--- src/rtl/rsa_mod_exp.sv ---
// Bit-serial modular exponentiation: result = base^exponent mod modulus.
// Left-to-right square-and-always-multiply over all WIDTH exponent bits, so the
// latency depends only on WIDTH (2*WIDTH*WIDTH + WIDTH + 1 cycles) and never on
// operand values. Each modular product uses interleaved shift-add reduction.
// Ports:
//   clk, rst_n    : clock, asynchronous active-low reset
//   start         : request pulse, accepted only while busy=0
//   base          : message/ciphertext, may be >= modulus
//   exponent      : public or private exponent
//   modulus       : modulus n
//   busy          : operation in progress
//   result        : base^exponent mod modulus, valid while result_valid=1
//   result_valid  : level, high from completion until next accepted start
//   err           : high with result_valid when modulus was zero
module rsa_mod_exp #(
    parameter int unsigned WIDTH = 32
) (
    input  logic             clk,
    input  logic             rst_n,
    input  logic             start,
    input  logic [WIDTH-1:0] base,
    input  logic [WIDTH-1:0] exponent,
    input  logic [WIDTH-1:0] modulus,
    output logic             busy,
    output logic [WIDTH-1:0] result,
    output logic             result_valid,
    output logic             err
);

    localparam int unsigned AW = WIDTH + 2;
    localparam int unsigned CW = (WIDTH > 1) ? $clog2(WIDTH) : 1;
    localparam logic [CW-1:0] LAST = CW'(WIDTH - 1);

    typedef enum logic [2:0] {
        IDLE   = 3'd0,
        REDUCE = 3'd1,
        SQUARE = 3'd2,
        MULT   = 3'd3,
        DONE   = 3'd4
    } state_t;

    state_t           state_q, state_d;
    logic [WIDTH-1:0] mod_q;
    logic [WIDTH-1:0] exp_q;
    logic [WIDTH-1:0] a_sh_q;
    logic [WIDTH-1:0] y_q;
    logic [WIDTH-1:0] b_q;
    logic [WIDTH-1:0] r_q;
    logic [AW-1:0]    acc_q;
    logic [CW-1:0]    cnt_q;
    logic [CW-1:0]    bit_q;

    logic             last_cyc;
    logic [AW-1:0]    m_ext;
    logic [AW-1:0]    y_ext;
    logic [AW-1:0]    s0, s1, acc_d;
    logic [WIDTH-1:0] prod;
    logic [WIDTH-1:0] mult_r;

    // One shift-add-reduce step of modmul; acc < m keeps 2*acc + y < 3m.
    always_comb begin
        m_ext  = AW'(mod_q);
        y_ext  = a_sh_q[WIDTH-1] ? AW'(y_q) : '0;
        s0     = (acc_q << 1) + y_ext;
        s1     = (s0 >= m_ext) ? (s0 - m_ext) : s0;
        acc_d  = (s1 >= m_ext) ? (s1 - m_ext) : s1;
        prod   = acc_d[WIDTH-1:0];
        // Product is always formed; only the update of r depends on the bit.
        mult_r = exp_q[WIDTH-1] ? prod : r_q;
    end

    // Next-state logic.
    always_comb begin
        state_d  = state_q;
        last_cyc = (cnt_q == LAST);
        case (state_q)
            IDLE: begin
                if (start) begin
                    state_d = (modulus < WIDTH'(2)) ? DONE : REDUCE;
                end
            end
            REDUCE: begin
                if (last_cyc) state_d = SQUARE;
            end
            SQUARE: begin
                if (last_cyc) state_d = MULT;
            end
            MULT: begin
                if (last_cyc) state_d = (bit_q == LAST) ? DONE : SQUARE;
            end
            DONE:    state_d = IDLE;
            default: state_d = IDLE;
        endcase
    end

    // State register.
    always_ff @(posedge clk or negedge rst_n) begin
        if (!rst_n) state_q <= IDLE;
        else        state_q <= state_d;
    end

    // Datapath and registered outputs.
    always_ff @(posedge clk or negedge rst_n) begin
        if (!rst_n) begin
            mod_q        <= '0;
            exp_q        <= '0;
            a_sh_q       <= '0;
            y_q          <= '0;
            b_q          <= '0;
            r_q          <= '0;
            acc_q        <= '0;
            cnt_q        <= '0;
            bit_q        <= '0;
            busy         <= 1'b0;
            result       <= '0;
            result_valid <= 1'b0;
            err          <= 1'b0;
        end else begin
            case (state_q)
                IDLE: begin
                    if (start) begin
                        mod_q        <= modulus;
                        exp_q        <= exponent;
                        a_sh_q       <= base;
                        y_q          <= WIDTH'(1);
                        b_q          <= '0;
                        r_q          <= '0;
                        acc_q        <= '0;
                        cnt_q        <= '0;
                        bit_q        <= '0;
                        busy         <= 1'b1;
                        result_valid <= 1'b0;
                        err          <= 1'b0;
                    end
                end
                REDUCE: begin
                    acc_q  <= acc_d;
                    a_sh_q <= a_sh_q << 1;
                    cnt_q  <= cnt_q + CW'(1);
                    if (last_cyc) begin
                        // b = base mod m; r starts at 1, first square is 1*1.
                        b_q    <= prod;
                        r_q    <= WIDTH'(1);
                        a_sh_q <= WIDTH'(1);
                        y_q    <= WIDTH'(1);
                        acc_q  <= '0;
                        cnt_q  <= '0;
                    end
                end
                SQUARE: begin
                    acc_q  <= acc_d;
                    a_sh_q <= a_sh_q << 1;
                    cnt_q  <= cnt_q + CW'(1);
                    if (last_cyc) begin
                        r_q    <= prod;
                        a_sh_q <= prod;
                        y_q    <= b_q;
                        acc_q  <= '0;
                        cnt_q  <= '0;
                    end
                end
                MULT: begin
                    acc_q  <= acc_d;
                    a_sh_q <= a_sh_q << 1;
                    cnt_q  <= cnt_q + CW'(1);
                    if (last_cyc) begin
                        r_q    <= mult_r;
                        a_sh_q <= mult_r;
                        y_q    <= mult_r;
                        exp_q  <= exp_q << 1;
                        bit_q  <= bit_q + CW'(1);
                        acc_q  <= '0;
                        cnt_q  <= '0;
                    end
                end
                DONE: begin
                    result       <= r_q;
                    err          <= (mod_q == '0);
                    result_valid <= 1'b1;
                    busy         <= 1'b0;
                end
                default: ;
            endcase
        end
    end

endmodule
--- config.mk ---
export PLATFORM = sky130hd
export DESIGN_NAME = rsa_mod_exp
export DESIGN_NICKNAME = d
export VERILOG_FILES = /design/src/rtl/rsa_mod_exp.sv
export SDC_FILE = /design/constraint.sdc
export NUM_CORES = 1
export LEC_CHECK = 0
export ABC_AREA = 1
export BUFFER_PORTS_ARGS = -buffer_cell sky130_fd_sc_hd__buf_2
export CAP_MARGIN = 20
export CORE_MARGIN = 2
export CORE_UTILIZATION = 63
export CTS_BUF_LIST = sky130_fd_sc_hd__clkbuf_8
export CTS_CLUSTER_SIZE = 14
export DETAILED_ROUTE_END_ITERATION = 10
export GPL_TIMING_DRIVEN = 1
export PLACE_DENSITY = 0.83
export RECOVER_POWER = 50
export SLEW_MARGIN = 30
export SYNTH_ARGS = -nofsm -noshare
export SYNTH_HDL_FRONTEND = slang
export SYNTH_SLANG_ARGS = --single-unit
--- constraint.sdc ---
create_clock -name clk -period 7.8 [get_ports clk]
set_clock_uncertainty 0.2 [all_clocks]
set_input_delay 0.39 -clock clk [delete_from_list [all_inputs] [get_ports clk]]
set_output_delay 0.39 -clock clk [all_outputs]
set_load 0.1 [all_outputs]
==> results.cfg <==
[run_status]
outcome = finished, violations left
violations = capacitance limit, slew limit

[timing]
slew_headroom = -1.67
fmax_mhz = 134
fin_ws_ns = 0.315
setup_viol = 0
period_share = 0.960
drv_slew = 236
fin_tns_setup_ns = 0
hold_viol = 0
worst-slew-pin-transition_ns = 4.00
min_period_ns = 7.49

[drt]
wl_per_cell_um = 21.2
vias_per_cell = 6.25
drt-initial-drc-count = 2805
drc = 0
wl_um = 71800
ant_nets = 0
vias = 21200
firstDrtPassIters = 7

[layout]
synthToLayoutAreaGrowth_pct = 20.1
stdcell_area_um2 = 22700
fin_nets = 3175
layout-drive-gt1-share = 0.121
fin_util = 0.768
fillCellCount = 2153

[pwr]
power_mw = 2.76
p_comb_frac = 0.037
p_sw_frac = 0.245
pwr-share-clk = 0.450
power_density_nw_per_um2 = 122
power.internal_mw = 2.08
p_leak_nw = 11.5
power_switching_uw = 675
ir_drop_mv = 0.135
pwr-share-seq = 0.513

[clocking]
cts_buffers = 46
cts_htree_levels = 2
clock_sinks = 273
root_buffer = clkbuf_8
clk_latency_ns = 0.61
clock_path_buffers = 3
cts_tree = built
clk_pin_slew_ns = 0.07

[yosys]
synth_top_family_by_area = simple AND/OR/NAND/NOR gates
syn-num-nets = 2870
ys_ff_latch = 273
yosysTopAreaCellShare = 0.362
yosys-top-cells-area = dfrtp_1, nand2_1, ha_1, inv_1, a21oi_1
synth_compound_area_frac = 0.186
muxShareOfSynthArea = 0
ys_types = 54
yosys_warnings = 0
netlist_instances = 2669
ys_seq_area_frac = 0.362
synthAdderAreaFrac = 0.0688
synth-simple-area-share = 0.261
synth-async-reset-ratio = 1.00
yosysTopAreaCell = dfrtp_1
synth-xor-area-share = 0.0334
ys.flop_type = dfrtp_1
synth_edf_count = 0
synth_area_um2 = 18900
avgSynthCellArea_um2 = 7.08

[place]
placed_area_um2 = 20500
dp_slack_ns = -0.136
hpwlAfterDp_um = 47900
place_congestion = 1.02
portBuffers = 133

[grt]
grt-ovfl-total = 0
antenna_found_initial = 3
grt_max_degree = 121
grt_pass1_wl_um = 110000
grt.total_usage = 0.454
grt_pass1_vias = 20500

[worst_setup_path]
cp_slowest_cell = o21ai_1
arrival_ns = 7.80
cp_common_cell = nand2_1
cp-end-kind = register
critPathRequiredTime_ns = 8.12
cp_max_fo = 10
start_kind = register
critPathKind = reg2reg
critPathMaxStageDelay_ns = 0.51

[floorplan]
start_util = 0.639
core-area_um2 = 29600
rows = 63
num_io_pins = 134
dieArea_um2 = 31400
fp.dieH_um = 177
die_w_um = 177

[worst_hold_path]
hold_path_class = in2reg

[job]
cap_violations = 5
-- power by group through the flow --
| stage | registers, mW | clock network, mW | logic, mW |
|---|---|---|---|
| final | 1.42 | 1.24 | 0.102 |
| after global routing | 1.42 | 1.28 | 0.109 |
| after CTS | 1.42 | 1.21 | 0.0977 |
| after detailed placement | 1.44 | 0 | 0.0604 |
| after global placement | 1.44 | 0 | 0.0570 |
| after floorplan | 1.44 | 0 | 0.00116 |
-- through the flow --
step / hold WS [ns] / std cells
3_5_place_dp: 0.268 / 3199
3_3_place_gp: 0.251 / 3198
2_1_floorplan: -0.106 / 2669
5_1_grt: 0.0970 / 3389
6_report: 0.0711 / 3391
4_1_cts: 0.00496 / 3371
-- logic make-up after synthesis --
family | Yosys count
buffers and inverters | 430
AOI/OAI and AO/OA | 626
xor gates and xnor gates | 72
DFF | 273
and+or+nand+nor | 1166
adders and majority gates | 102
-- cells in the final DEF, fill, tap and decap left out, types with 12 or more instances in the layout --
master         instances
nand2_1              691
inv_1                324
dfrtp_1              272
a21oi_1              222
o21ai_0              222
nor2_1               182
nand3_1              139
buf_4                122
ha_1                  98
buf_2                 97
dlygate4sd3_1         96
clkbuf_8              50
nand4_1               44
xor2_1                43
o21ai_1               40
clkbuf_1              40
o211ai_1              34
a221oi_1              31
xnor2_1               27
nor3_1                23
or2_1                 23
nor4_1                16
nand2_2               14
a21o_1                13
o21bai_1              12
-- flip-flops by register name, indices dropped and copies added, names as in the netlist --
name	count
y_q	32
state_q	3
mod_q	32
busy	1
a_sh_q	32
err	1
bit_q	5
r_q	32
result_valid	1
cnt_q	5
b_q	32
result	32
exp_q	32
acc_q	33
-- layout make-up --
cell class | count | area (um2) | share of cell area
tap | 390 | 488 | 0.0215
timing repair buffer | 367 | 2740 | 0.121
inverter | 317 | 1190 | 0.0525
clock inverter | 22 | 124 | 0.00546
clock buffer | 50 | 688 | 0.0303
antenna | 3 | 7.51 | 0.000331
multi-input combinational | 1969 | 10600 | 0.468
sequential | 273 | 6830 | 0.301
-- worst max-delay path: cells and delay by family, from the launching register on --
family	cells	cell delay, ns
XOR/XNOR	1	0.35
AO/OA/AOI/OAI	9	1.84
AND/OR/NAND/NOR	19	2.44
flip-flops	1	0.46
buffers and inverters	8	1.01
adder cells (fa/ha/maj)	3	1.08
-- cell usage after synthesis, types with 17 or more instances --
cell type,instances
a21oi_1,229
nand3_1,140
nor3_1,23
ha_1,99
or2_1,23
o21ai_1,39
clkbuf_1,82
nand2_1,696
xnor2_1,27
dfrtp_1,273
a221oi_1,31
nor4_1,20
inv_1,309
buf_2,17
nor2_1,186
o211ai_1,34
nand4_1,44
xor2_1,45
o21ai_0,228
-- layer usage --
layer,routed length [um],global-route usage,up-vias
met3,7280,0.0956,468
met5,0,0,-
met4,6280,0.327,0
li1,-,-,9471
met2,31900,0.715,1553
met1,26300,0.554,9688
-- final timing paths --
kind,end,from,cells past startpoint,slack (ns)
max,a_sh_q[2],a_sh_q[31],40,0.31
min,a_sh_q[0],base[0],3,0.07
max reg2reg,a_sh_q[2],a_sh_q[31],40,0.31
min reg2reg,result[7],result[7],2,0.28
max in group asynchronous,result[18],rst_n,5,1.20
min in group asynchronous,mod_q[0],rst_n,2,0.94
-- what timing repair did --
action,CTS,global route
resized for setup,1,47
cloned,2,1
pin swaps,1,10
hold buffers,96,0
setup buffers,2,15
endpoints found under the setup margin,65,161
hold endpoints to repair,214,0
(Power assumes the default switching activity.)
